`src/rtl/dma_rd_burst_ctrl_pkg.sv`:
```
// Shared widths, FSM state codes and 4 KB page constants for the DMA read burst controller.
package dma_rd_burst_ctrl_pkg;

   localparam int unsigned AXI_ADDR_W = 32;
   localparam int unsigned AXI_LEN_W  = 8;

   localparam int unsigned PAGE_BYTES = 4096;
   localparam int unsigned PAGE_OFF_W = 12;

   typedef enum logic [1:0] {
      BRC_IDLE  = 2'd0,
      BRC_ISSUE = 2'd1,
      BRC_DATA  = 2'd2
   } brc_state_e;

endpackage

```
`src/rtl/dma_rd_burst_len.sv`:
```
// Burst sizing: beats = min(remaining words, 2**LEN_W, page limit). Purely combinational.
module dma_rd_burst_len #(
   parameter int unsigned CNT_W = 24,
   parameter int unsigned LEN_W = 8,
   parameter int unsigned LIM_W = 13
) (
   input  logic [CNT_W-1:0] remaining_i,
   input  logic [LIM_W-1:0] page_lim_i,
   output logic [LEN_W:0]   beats_o
);

   localparam int unsigned CW = (CNT_W > LIM_W) ? CNT_W : LIM_W;

   logic [CW-1:0] rem_w;
   logic [CW-1:0] lim_w;
   logic [CW-1:0] max_w;
   logic [CW-1:0] cap_w;
   logic [CW-1:0] min_w;

   always_comb begin
      rem_w   = CW'(remaining_i);
      lim_w   = CW'(page_lim_i);
      max_w   = CW'(1) << LEN_W;
      cap_w   = (lim_w < max_w) ? lim_w : max_w;
      min_w   = (rem_w < cap_w) ? rem_w : cap_w;
      beats_o = (LEN_W+1)'(min_w);
   end

endmodule

```
`src/rtl/dma_rd_burst_ctrl.sv`:
```
// Splits a (start address, word count) read command into AXI INCR bursts for dma_axi_r.
// Define DMA_RD_4K_SPLIT_EN to keep every burst inside one 4 KB page.
module dma_rd_burst_ctrl
   import dma_rd_burst_ctrl_pkg::*;
#(
   parameter int unsigned ADDR_W = AXI_ADDR_W,
   parameter int unsigned DATA_W = 32,
   parameter int unsigned LEN_W  = AXI_LEN_W,
   parameter int unsigned CNT_W  = 24
) (
   input  logic              clk,
   input  logic              rst_n,
   input  logic              cmd_start,
   input  logic [ADDR_W-1:0] cmd_addr,
   input  logic [CNT_W-1:0]  cmd_words,
   output logic              busy,
   output logic              done,
   output logic              rd_valid,
   output logic [ADDR_W-1:0] rd_addr,
   output logic [LEN_W-1:0]  rd_len,
   input  logic              rd_ready,
   input  logic              rd_dma_ready
);

   localparam int unsigned BYTES = DATA_W / 8;
   localparam int unsigned OFF   = $clog2(BYTES);
   localparam int unsigned LIM_W = (LEN_W + 1 > PAGE_OFF_W + 1) ? LEN_W + 1 : PAGE_OFF_W + 1;
   localparam logic [ADDR_W-1:0] ALIGN_MASK = ~ADDR_W'(BYTES - 1);

   brc_state_e        state_q, state_d;
   logic              busy_q, busy_d;
   logic              done_q, done_d;
   logic              valid_q, valid_d;
   logic [ADDR_W-1:0] addr_q, addr_d;
   logic [LEN_W-1:0]  len_q, len_d;
   logic [CNT_W-1:0]  rem_q, rem_d;
   logic [LEN_W-1:0]  beat_q, beat_d;

   logic [LIM_W-1:0]  page_lim;
   logic [LEN_W:0]    beats_w;
   logic [LEN_W:0]    cur_beats;
   logic [CNT_W-1:0]  rem_after;
   logic [ADDR_W-1:0] addr_after;

`ifdef DMA_RD_4K_SPLIT_EN
   logic [LIM_W-1:0]  page_room;
   assign page_room = LIM_W'(PAGE_BYTES) - LIM_W'(addr_q[PAGE_OFF_W-1:0]);
   assign page_lim  = page_room >> OFF;
`else
   assign page_lim  = LIM_W'(1) << LEN_W;
`endif

   dma_rd_burst_len #(
      .CNT_W (CNT_W),
      .LEN_W (LEN_W),
      .LIM_W (LIM_W)
   ) u_len (
      .remaining_i (rem_q),
      .page_lim_i  (page_lim),
      .beats_o     (beats_w)
   );

   // Current burst size is recovered from rd_len so the advance uses what the master was told.
   assign cur_beats  = {1'b0, len_q} + (LEN_W+1)'(1);
   assign rem_after  = rem_q - CNT_W'(cur_beats);
   assign addr_after = addr_q + (ADDR_W'(cur_beats) << OFF);

   always_ff @(posedge clk or negedge rst_n) begin
      if (!rst_n) begin
         state_q <= BRC_IDLE;
         busy_q  <= 1'b0;
         done_q  <= 1'b0;
         valid_q <= 1'b0;
         addr_q  <= '0;
         len_q   <= '0;
         rem_q   <= '0;
         beat_q  <= '0;
      end else begin
         state_q <= state_d;
         busy_q  <= busy_d;
         done_q  <= done_d;
         valid_q <= valid_d;
         addr_q  <= addr_d;
         len_q   <= len_d;
         rem_q   <= rem_d;
         beat_q  <= beat_d;
      end
   end

   always_comb begin
      state_d = state_q;
      busy_d  = busy_q;
      done_d  = 1'b0;
      valid_d = valid_q;
      addr_d  = addr_q;
      len_d   = len_q;
      rem_d   = rem_q;
      beat_d  = beat_q;

      case (state_q)
         BRC_IDLE: begin
            if (cmd_start) begin
               if (cmd_words != '0) begin
                  addr_d  = cmd_addr & ALIGN_MASK;
                  rem_d   = cmd_words;
                  busy_d  = 1'b1;
                  state_d = BRC_ISSUE;
               end else begin
                  done_d  = 1'b1;
               end
            end
         end
         BRC_ISSUE: begin
            if (rd_dma_ready) begin
               len_d   = LEN_W'(beats_w - (LEN_W+1)'(1));
               valid_d = 1'b1;
               beat_d  = '0;
               state_d = BRC_DATA;
            end
         end
         BRC_DATA: begin
            if (rd_ready) begin
               valid_d = 1'b0;
               beat_d  = beat_q + LEN_W'(1);
               if (beat_q == len_q) begin
                  addr_d = addr_after;
                  rem_d  = rem_after;
                  if (rem_after == '0) begin
                     busy_d  = 1'b0;
                     done_d  = 1'b1;
                     state_d = BRC_IDLE;
                  end else begin
                     state_d = BRC_ISSUE;
                  end
               end
            end
         end
         default: state_d = BRC_IDLE;
      endcase
   end

   assign busy     = busy_q;
   assign done     = done_q;
   assign rd_valid = valid_q;
   assign rd_addr  = addr_q;
   assign rd_len   = len_q;

endmodule
```
`config.mk`:
```
export PLATFORM = sky130hd
export DESIGN_NAME = dma_rd_burst_ctrl
export DESIGN_NICKNAME = d
export VERILOG_FILES = /design/src/rtl/dma_rd_burst_ctrl_pkg.sv /design/src/rtl/dma_rd_burst_len.sv /design/src/rtl/dma_rd_burst_ctrl.sv
export SDC_FILE = /design/constraint.sdc
export NUM_CORES = 1
export LEC_CHECK = 0
export BUFFER_PORTS_ARGS = -buffer_cell sky130_fd_sc_hd__buf_2
export CORE_AREA = 2 2 121 123
export DETAILED_ROUTE_END_ITERATION = 8
export DIE_AREA = 0 0 123 125
export PLACE_DENSITY = 0.68
export REMOVE_ABC_BUFFERS = 1
export SLEW_MARGIN = 20
export SYNTH_ARGS = -nofsm -noshare
export SYNTH_HDL_FRONTEND = slang
export SYNTH_SLANG_ARGS = --single-unit
```
`constraint.sdc`:
```
create_clock -name clk -period 9.3 [get_ports clk]
set_input_delay 1.86 -clock clk [delete_from_list [all_inputs] [get_ports clk]]
set_output_delay 1.86 -clock clk [all_outputs]
set_load 0.05 [all_outputs]
```
==> impl_metrics.toml, run 1 <==
[outcome]
status = "finished, final reports clean"

[floorplan]
ios = 104
initial_core_util_pct = 37.9
dieWidth_um = 123
die_area_mm2 = 0.0154
rows = 44
core_mm2 = 0.0142
die-height_um = 125

[yosys]
ys_types = 66
synth_edf_count = 0
synth_warnings = 0
synth_area_mm2 = 0.00538
ys_seq_elements = 75
ys_seq_area_share_pct = 34.9
synth.top_cells.by_count = "nor2_1, dfrtp_1, a21oi_1"
syn_avg_cell_area_um2 = 8.06
syn-instance-count = 667
synth.most_common_cell = "nor2_1"
synth_top_area_share_pct = 34.9
synth_ff_type = "dfrtp_1"
synthArstFlopShare_pct = 100
synth_area_leaders = "dfrtp_1, a21oi_1, nor2_1"
synth_top_cell_by_area = "dfrtp_1"

[sta]
rsz0062_at_grt = "no"
hold_viol_final = 0
fin_skew_ps = 10.8
finalCritPeriodShare_pct = 44.4
finalSetupViolCount = 0
setup_slack_ps = 5170
max_slew.worst_pin.slew_ps = 971
maxSlewHeadroom_pct = 35.3
period_needed_ps = 4130
max_clock_freq_mhz = 242
finalSetupTns_ps = 0
drv_slew = 0

[clock_tree]
cts_hold_buf = 0
cts.repair.resized = 0
clk_latency_ps = 350
cts-root-buf = "clkbuf_16"
cts_htree_levels = 3
post_cts_buffers = 0
numCtsBuffers = 9
cts.clk_slew.worst_paths_ps = 60
clkSinkCount = 75
cts_tree = "done"
clock_path_buffers = 2

[drt]
vias_per_cell = 5.55
drt_iter0_markers = 348
wl_per_cell_um = 16.3
wl_um = 15300
ant_nets = 0
drt_pass1_iterations = 5
drcViolationCount = 0
num_vias = 5206

[final_layout]
n_fill_cell = 1480
drive_gt1_share_pct = 18.2
n_antenna_cell = 0
syn_to_final_growth_pct = 17.5
nNetsFinal = 833
final_util_pct = 44.5

[setup_path]
slowest_delay_ps = 490
required_ps = 9580
cpMostUsedCell = "nor2_1"
cp-start-kind = "input port"
path_cells = "buf_2 > nor4_1 > nand4_1 > nor2_1 > or3_1 > buf_4 > nor2_1 > a41o_1 > nor2_1"
critical-path-top-delay-family = "simple AND/OR/NAND/NOR gates"
cp_slowest_cell = "or3_1"
arrival_ps = 4410
crit_type = "input port to register"
critPathCaptureType = "register"
path_max_fanout = 37
path_buf_inv = 2

[global_route]
grt_max_degree = 70
grt_antenna_before_repair = 2
grt-ovfl-total = 0
track_usage_pct = 20.6
grt_pass1_wl_um = 25000
grt_pass1_vias = 4915

[power_and_ir_drop]
power.leakage_nw = 2.69
power_density_mw_per_mm2 = 419
vdd_drop_max_uv = 239

[place]
dpl.hpwl_um = 11100
gp_congestion = 0.924
dp_slack_ps = 4690
port_buffers = 99

[flow_run]
maxCapViolations = 0

[hold_path]
hold_path.class = "register to register"
per-stage QoR:
stage                     std cells  area, µm²  hold slack [ps]  total power, mW
after floorplan                 631       5210              469             1.87
final                           938       6320              482             2.65
after CTS                       937       6300              485             2.64
after global routing            938       6320              506             2.87
after global placement          921       6010              458             2.26
after detailed placement        921       6010              473             2.27
per-layer routing:
metal | global-route usage [%] | routed length, µm | up-vias
li1 | - | - | 2596
met1 | 28.0 | 6950 | 2463
met2 | 32.9 | 7220 | 127
met3 | 4.43 | 859 | 18
met4 | 5.61 | 208 | 2
met5 | 0 | 11 | -
final timing paths:
path | end | from | cells past startpoint | slack (ps)
worst min-delay path | rd_valid | rd_valid | 1 | 480
max in group asynchronous | rem_q[2] | rst_n | 2 | 6880
min in group asynchronous | beat_q[7] | rst_n | 1 | 1320
worst min register to register | rd_valid | rd_valid | 1 | 480
worst max-delay path | rd_addr[25] | cmd_words[0] | 9 | 5170
worst max register to register | state_q[0] | rd_len[0] | 12 | 5420
cells in the final DEF, fill, tap and decap left out, types with 3 or more instances in the layout:
master      n
nor2_1     79
mux2_2      3
a21oi_1    71
buf_4       8
o21a_1      4
xnor2_1    16
o21ai_0    47
nand3_1    25
ha_1       21
buf_2      98
nor4_1     14
a32oi_1     3
o21bai_1    4
nand2_1    69
dfrtp_1    75
a21o_1     15
nand4b_1    4
a211oi_1    9
clkbuf_16   9
nand4_1    11
and3_1      7
nor2b_1     4
xor2_1     21
a31oi_1    12
mux2i_1     7
a41o_1      3
o22ai_1    18
nor3_1      9
inv_1      22
o22a_1      3
where the power goes:
group / internal (mW) / leakage (nW) / total [mW] / switching (mW)
registers: 0.454 / 0.874 / 0.644 / 0.191
clock network: 0.210 / 0.136 / 0.357 / 0.148
logic: 0.587 / 1.68 / 1.65 / 1.06
cell type report:
cell class,count,area [µm²],share of cell area [%]
Tap cell,184,230,3.64
Sequential cell,75,1880,29.7
Clock buffer,11,233,3.68
Clock inverter,5,62.6,0.990
Multi-Input combinational cell,534,3270,51.7
Timing Repair Buffer,107,566,8.95
Inverter,22,82.6,1.31
worst reg2reg max path, stage by stage (launching register included):
cell and delay (ps):
dfrtp_1 490, ha_1 230, nand3_1 120, nor2_1 190, nand3_1 200, ha_1 480, a211oi_1 480, a21boi_1 140
or4_1 410, nor4_1 300, o2111ai_1 160, nor4_2 370, o22ai_1 140
cell families after synthesis:
family	count (synthesis)	share of synthesized area [%]
mux	10	1.93
xor+xnor	37	6.03
other cells	1	0.0697
compound gates	211	24.0
buf+inv	59	4.65
simple gates	251	22.7
flops	75	34.9
fa+ha+maj	23	5.63
sequential cells by signal (all words and copies together), names as in the netlist:
register and cells:
busy 1, rd_valid 1, done 1, rd_len 8, rd_addr 30, beat_q 8, state_q 2, rem_q 24
(Power assumes the default switching activity.)
==> run 2, diff against run 1 <==
- ABC_AREA: not set -> 1
- CORE_AREA: 2 2 121 123 -> 2 2 129 131
- DIE_AREA: 0 0 123 125 -> 0 0 131 133
- PLACE_DENSITY: 0.68 -> 0.67
- clock period: 9.3 -> 4 ns (I/O delays scaled with it)
==> run 2 against run 1 <==
  * Register-to-register slack worse by 4800 ps
  * Die area up 13%
  * Non-clock buffer count down 3
  * Final cell count up 37%
  * Synthesized area up 14%
  * First-iteration DRC count up 34%
  * Global-route usage up 1.5 points
  * Core utilization down 0.47 points
  * Via count up 26%
==> impl_metrics.toml, run 2 <==
[final_layout]
final_common_cell = "nand2_1"
n_fill_cell = 1716
n_antenna_cell = 0
largest_reg_flops = 30
final_cell_area_mm2 = 0.00712
drive_gt1_share_pct = 14.6
multiInputGateArea_mm2 = 0.00372
register_area_mm2 = 0.00188
nNetsFinal = 1146
syn_to_final_growth_pct = 15.8
final_cell_mix = "nand2_1, nor2_1, inv_1"

[sta]
fin_skew_ps = 13.1
period_needed_ps = 3340
max_clock_freq_mhz = 299
hold_viol_final = 0
max_slew.worst_pin.slew_ps = 747
drv_slew = 0
finalSetupViolCount = 0
finalSetupTns_ps = 0
maxSlewHeadroom_pct = 50.2
rsz0062_at_grt = "no"
finalCritPeriodShare_pct = 83.5

[clock_tree]
cts.repair.resized = 0
cts.clk_slew.worst_paths_ps = 70
cts-root-buf = "clkbuf_16"
cts_tree = "done"
clock_path_buffers = 2
post_cts_buffers = 0
cts_htree_levels = 3
clk_latency_ps = 350
cts_hold_buf = 0
numCtsBuffers = 9
clkSinkCount = 75

[yosys]
ys_seq_elements = 75
synth_top_area_share_pct = 30.5
ys_types = 41
synth.top_cells.by_count = "nand2_1, nor2_1, inv_1"
synth.most_common_cell = "nand2_1"
ys_seq_area_share_pct = 30.5
synth_warnings = 0
syn-instance-count = 972
synth_edf_count = 0
synth_ff_type = "dfrtp_1"
synth_top_cell_by_area = "dfrtp_1"
synth_area_mm2 = 0.00615
syn_avg_cell_area_um2 = 6.32
synth_area_leaders = "dfrtp_1, nand2_1, nor2_1"
synthArstFlopShare_pct = 100

[flow_run]
maxCapViolations = 0

[setup_path]
cp_slowest_cell = "dfrtp_1"
reg2reg_depth = 16
crit_type = "register to register"
slowest_delay_ps = 440
critPathCaptureType = "register"
startpoint = "rd_len[1]"
required_ps = 4250
path_cells = "ha_1 > nand3_1 > nor3b_1 > nand3_1 > ha_1 > a21oi_1 > nand2_1 > nor2_1 > nand3_1 > nand2_1 > nand2_1 > nor2_1 > nand2_1 > nor2_1 > nand3_1 > and2_1"
rr_startpoint = "rd_len[1]"
cp-start-kind = "register"
ff2ff_setup_slack_ps = 660
arrival_ps = 3590
r2r-end = "state_q[0]"
path_buf_inv = 0
critical-path-top-delay-family = "simple AND/OR/NAND/NOR gates"
path_max_fanout = 6

[floorplan]
core_mm2 = 0.0162
dieWidth_um = 131
die-height_um = 133
rows = 47
ios = 104
initial_core_util_pct = 38.0
die_area_mm2 = 0.0174

[drt]
drcViolationCount = 0
wl_um = 18400
num_vias = 6576
wl_per_cell_um = 14.3
drt_pass1_iterations = 5
vias_per_cell = 5.11
ant_nets = 0
drt_iter0_markers = 465

[global_route]
grt_pass1_vias = 5982
grt_antenna_before_repair = 0
grt-ovfl-total = 0
track_usage_pct = 22.0
grt_max_degree = 76
grt_pass1_wl_um = 30200

[place]
port_buffers = 99
post_dp_cell_area_mm2 = 0.00684
gp_congestion = 0.931
dpl.hpwl_um = 13900

[hold_path]
hold_path.class = "input port to asynchronous set/reset pin"

[outcome]
status = "finished, final reports clean"
run 2: changes by cell type after synthesis, sizes merged, moves of 13 or more:
cell / change
a21o: -13
a21oi: -36
clkbuf: -19
inv: +92
nand2: +225
nand3: +53
nor2: +56
o21ai: +43
o22ai: -17
run 2: metrics by stage:
step	worst slack [ps]	std cells	hold slack, ps	util (%)
6_report	660	1287	472	44.0
5_1_grt	253	1287	527	44.0
4_1_cts	688	1287	481	44.0
3_5_place_dp	704	1271	463	42.3
3_3_place_gp	746	1271	461	42.3
2_1_floorplan	845	947	457	-
run 2: worst register-to-register path: cells and delay by family (launching register included):
| kind | cells | cell delay (ps) |
|---|---|---|
| adders and majority gates | 2 | 610 |
| AOI/OAI and AO/OA | 1 | 240 |
| DFF | 1 | 440 |
| and+or+nand+nor | 13 | 1970 |
run 2: how the worst max path moves through the flow:
stage / cells past startpoint / endpoint / slack (ps)
3_5_place_dp: 16 / state_q[0] / 700
4_1_cts: 16 / state_q[0] / 690
5_1_grt: 16 / state_q[0] / 250
2_1_floorplan: 18 / state_q[0] / 850
6_report: 16 / state_q[0] / 660
3_3_place_gp: 16 / state_q[0] / 750
run 2: layer usage:
metal	GRT usage, %	share of wire (%)	wire length (µm)	vias up
li1	-	-	-	3324
met1	32.4	48	8840	3013
met2	33.0	43	7940	209
met3	3.15	6.5	1190	30
met4	7.51	2.2	395	0
met5	0	0	0	-
run 2: cell type report:
class | count | share of cell area (%)
repair buffers | 104 | 7.57
well taps | 220 | 3.87
clock buffers | 9 | 3.16
clock inverters | 7 | 0.721
flip-flops and latches | 75 | 26.4
multi-input cells | 757 | 52.2
inverters | 115 | 6.06
run 2: cells by family (layout without fill, tap and decap cells):
family / count (synthesis) / count (layout) / share of synthesized area (%)
simple gates: 557 / 557 / 38.7
fa+ha+maj: 23 / 23 / 4.93
flops: 75 / 75 / 30.5
compound gates: 148 / 148 / 12.9
other cells: 1 / 2 / 0.0610
xor+xnor: 27 / 27 / 3.85
buf+inv: 141 / 235 / 9.02
Power of run 2 is left out: the tool's default activity adds up to more than one toggle a clock period on the data nets, which glitch-free logic cannot reach.
==> run 3, diff against run 2 <==
- ABC_AREA: 1 -> 0
- CORE_AREA: 2 2 129 131 -> 2 2 121 123
- DIE_AREA: 0 0 131 133 -> 0 0 123 125
- PLACE_DENSITY: 0.67 -> 0.68
- clock period: 4 -> 3.15 ns (I/O delays scaled with it)
==> run 3 against run 2 <==
  * Maximum frequency up 7.6%
  * Die area down 12%
  * Non-clock buffer count up 91
  * Largest cell class unchanged
==> impl_metrics.toml, run 3 (synthesis results as in run 1) <==
[sta]
setup_slack_ps = 44.9
max_slew.worst_pin.slew_ps = 604
hold_viol_final = 0
period_needed_ps = 3110
finalCritPeriodShare_pct = 98.6
fin_skew_ps = 8.30
max_clock_freq_mhz = 322
finalSetupViolCount = 0
drv_slew = 0
rsz0062_at_grt = "yes"
maxSlewHeadroom_pct = 59.3

[place]
gp_congestion = 0.900
dp_slack_ps = -227
dpl.hpwl_um = 12000
port_buffers = 99

[floorplan]
rows = 44
dieWidth_um = 123
die-height_um = 125
ios = 104
die_area_mm2 = 0.0154
core_mm2 = 0.0142
initial_core_util_pct = 37.9

[drt]
wl_um = 16700
drcViolationCount = 0
wl_per_cell_um = 16.3
vias_per_cell = 5.41
num_vias = 5550
drt_iter0_markers = 391
ant_nets = 0
drt_pass1_iterations = 5

[clock_tree]
cts_tree = "done"
numCtsBuffers = 9
clkSinkCount = 75
clock_path_buffers = 2
cts-root-buf = "clkbuf_16"
cts_htree_levels = 3
cts_hold_buf = 0
clk_latency_ps = 360
cts.clk_slew.worst_paths_ps = 60

[power_and_ir_drop]
vdd_drop_max_uv = 590
power_density_mw_per_mm2 = 1310
power.leakage_nw = 3.21

[hold_path]
hold_path.class = "input port to asynchronous set/reset pin"

[global_route]
grt_antenna_before_repair = 2
grt_pass1_vias = 5241
grt_pass1_wl_um = 26700
track_usage_pct = 22.1
grt_max_degree = 76
grt-ovfl-total = 0

[final_layout]
nNetsFinal = 921
register_area_mm2 = 0.00188
n_fill_cell = 1355
final_common_cell = "buf_2"
syn_to_final_growth_pct = 35.9
final_cell_mix = "buf_2, buf_4, nor2_1"
final_util_pct = 51.5
multiInputGateArea_mm2 = 0.00356
largest_reg_flops = 30
drive_gt1_share_pct = 32.1
n_antenna_cell = 0

[setup_path]
arrival_ps = 3340
required_ps = 3380
cp-start-kind = "register"
critPathCaptureType = "register"
path_max_fanout = 2
crit_type = "register to register"

[outcome]
status = "finished, final reports clean"

[flow_run]
maxCapViolations = 0
==> run 3: cell count changes in the layout (fill, tap and decap cells not counted), moves of 53 or more <==
cell	previous run	this run
buf_4	5	93
inv_1	102	20
nand2_1	286	67
nand3_1	77	21
nor2_1	129	76
o21ai_1	64	2
==> run 3: layer usage <==
metal	GRT usage (%)	share of wire (%)	vias up
met2	35.7	48	117
met3	4.65	4.4	22
met1	29.5	46	2648
met5	0	0.078	-
met4	6.68	1.8	2
li1	-	-	2761
==> run 3: timing repair <==
action	4_1_cts	5_1_grt
endpoints found under the setup margin	6	28
pin swaps	11	21
resized for setup	15	46
setup buffers	2	4
==> run 3: per-stage QoR <==
stage	setup TNS (ps)	cells	cell area (µm²)	total power [mW]	hold WS, ps
2_1_floorplan	-22350	631	5210	5.51	334
3_3_place_gp	-419	1003	6630	7.78	457
3_5_place_dp	-585	1003	6630	7.83	476
4_1_cts	0	1021	7010	9.10	488
5_1_grt	-576	1026	7310	10.3	165
6_report	0	1026	7310	9.56	160
==> run 3: final cells by class <==
class                   count  area share [%]
clock inverters             6           0.993
repair buffers            195            17.1
flip-flops and latches     75            25.7
multi-input cells         534            48.7
well taps                 184            3.15
clock buffers              10            3.27
inverters                  22            1.13
==> run 3: final timing paths <==
check,endpoint,start,depth (start not counted),slack [ps]
min,rd_len[6],rst_n,1,160
max,busy,rd_len[0],14,40
min reg2reg,rd_valid,rd_valid,1,490
max reg2reg,busy,rd_len[0],14,40
max in group asynchronous,rem_q[19],rst_n,2,2400
min in group clk,rd_valid,rd_valid,1,490
==> run 3: critical path: stages, from the launching register on <==
cell     delay [ps]
dfrtp_1         370
ha_2            220
nand3_4         100
nor2_4          170
buf_6           120
nand3_4         100
ha_4            190
or4_4           420
nand2_2          80
o21ai_2          70
nor3_2          100
nand4_1         110
or4b_4          550
nor4_4          300
a21oi_1          90
==> run 3: power by group <==
part           internal, mW  leakage (nW)  switching (mW)
registers              1.34         0.874           0.524
logic                  2.89          2.18            3.72
clock network         0.643         0.150           0.450
total                  4.87          3.21            4.69
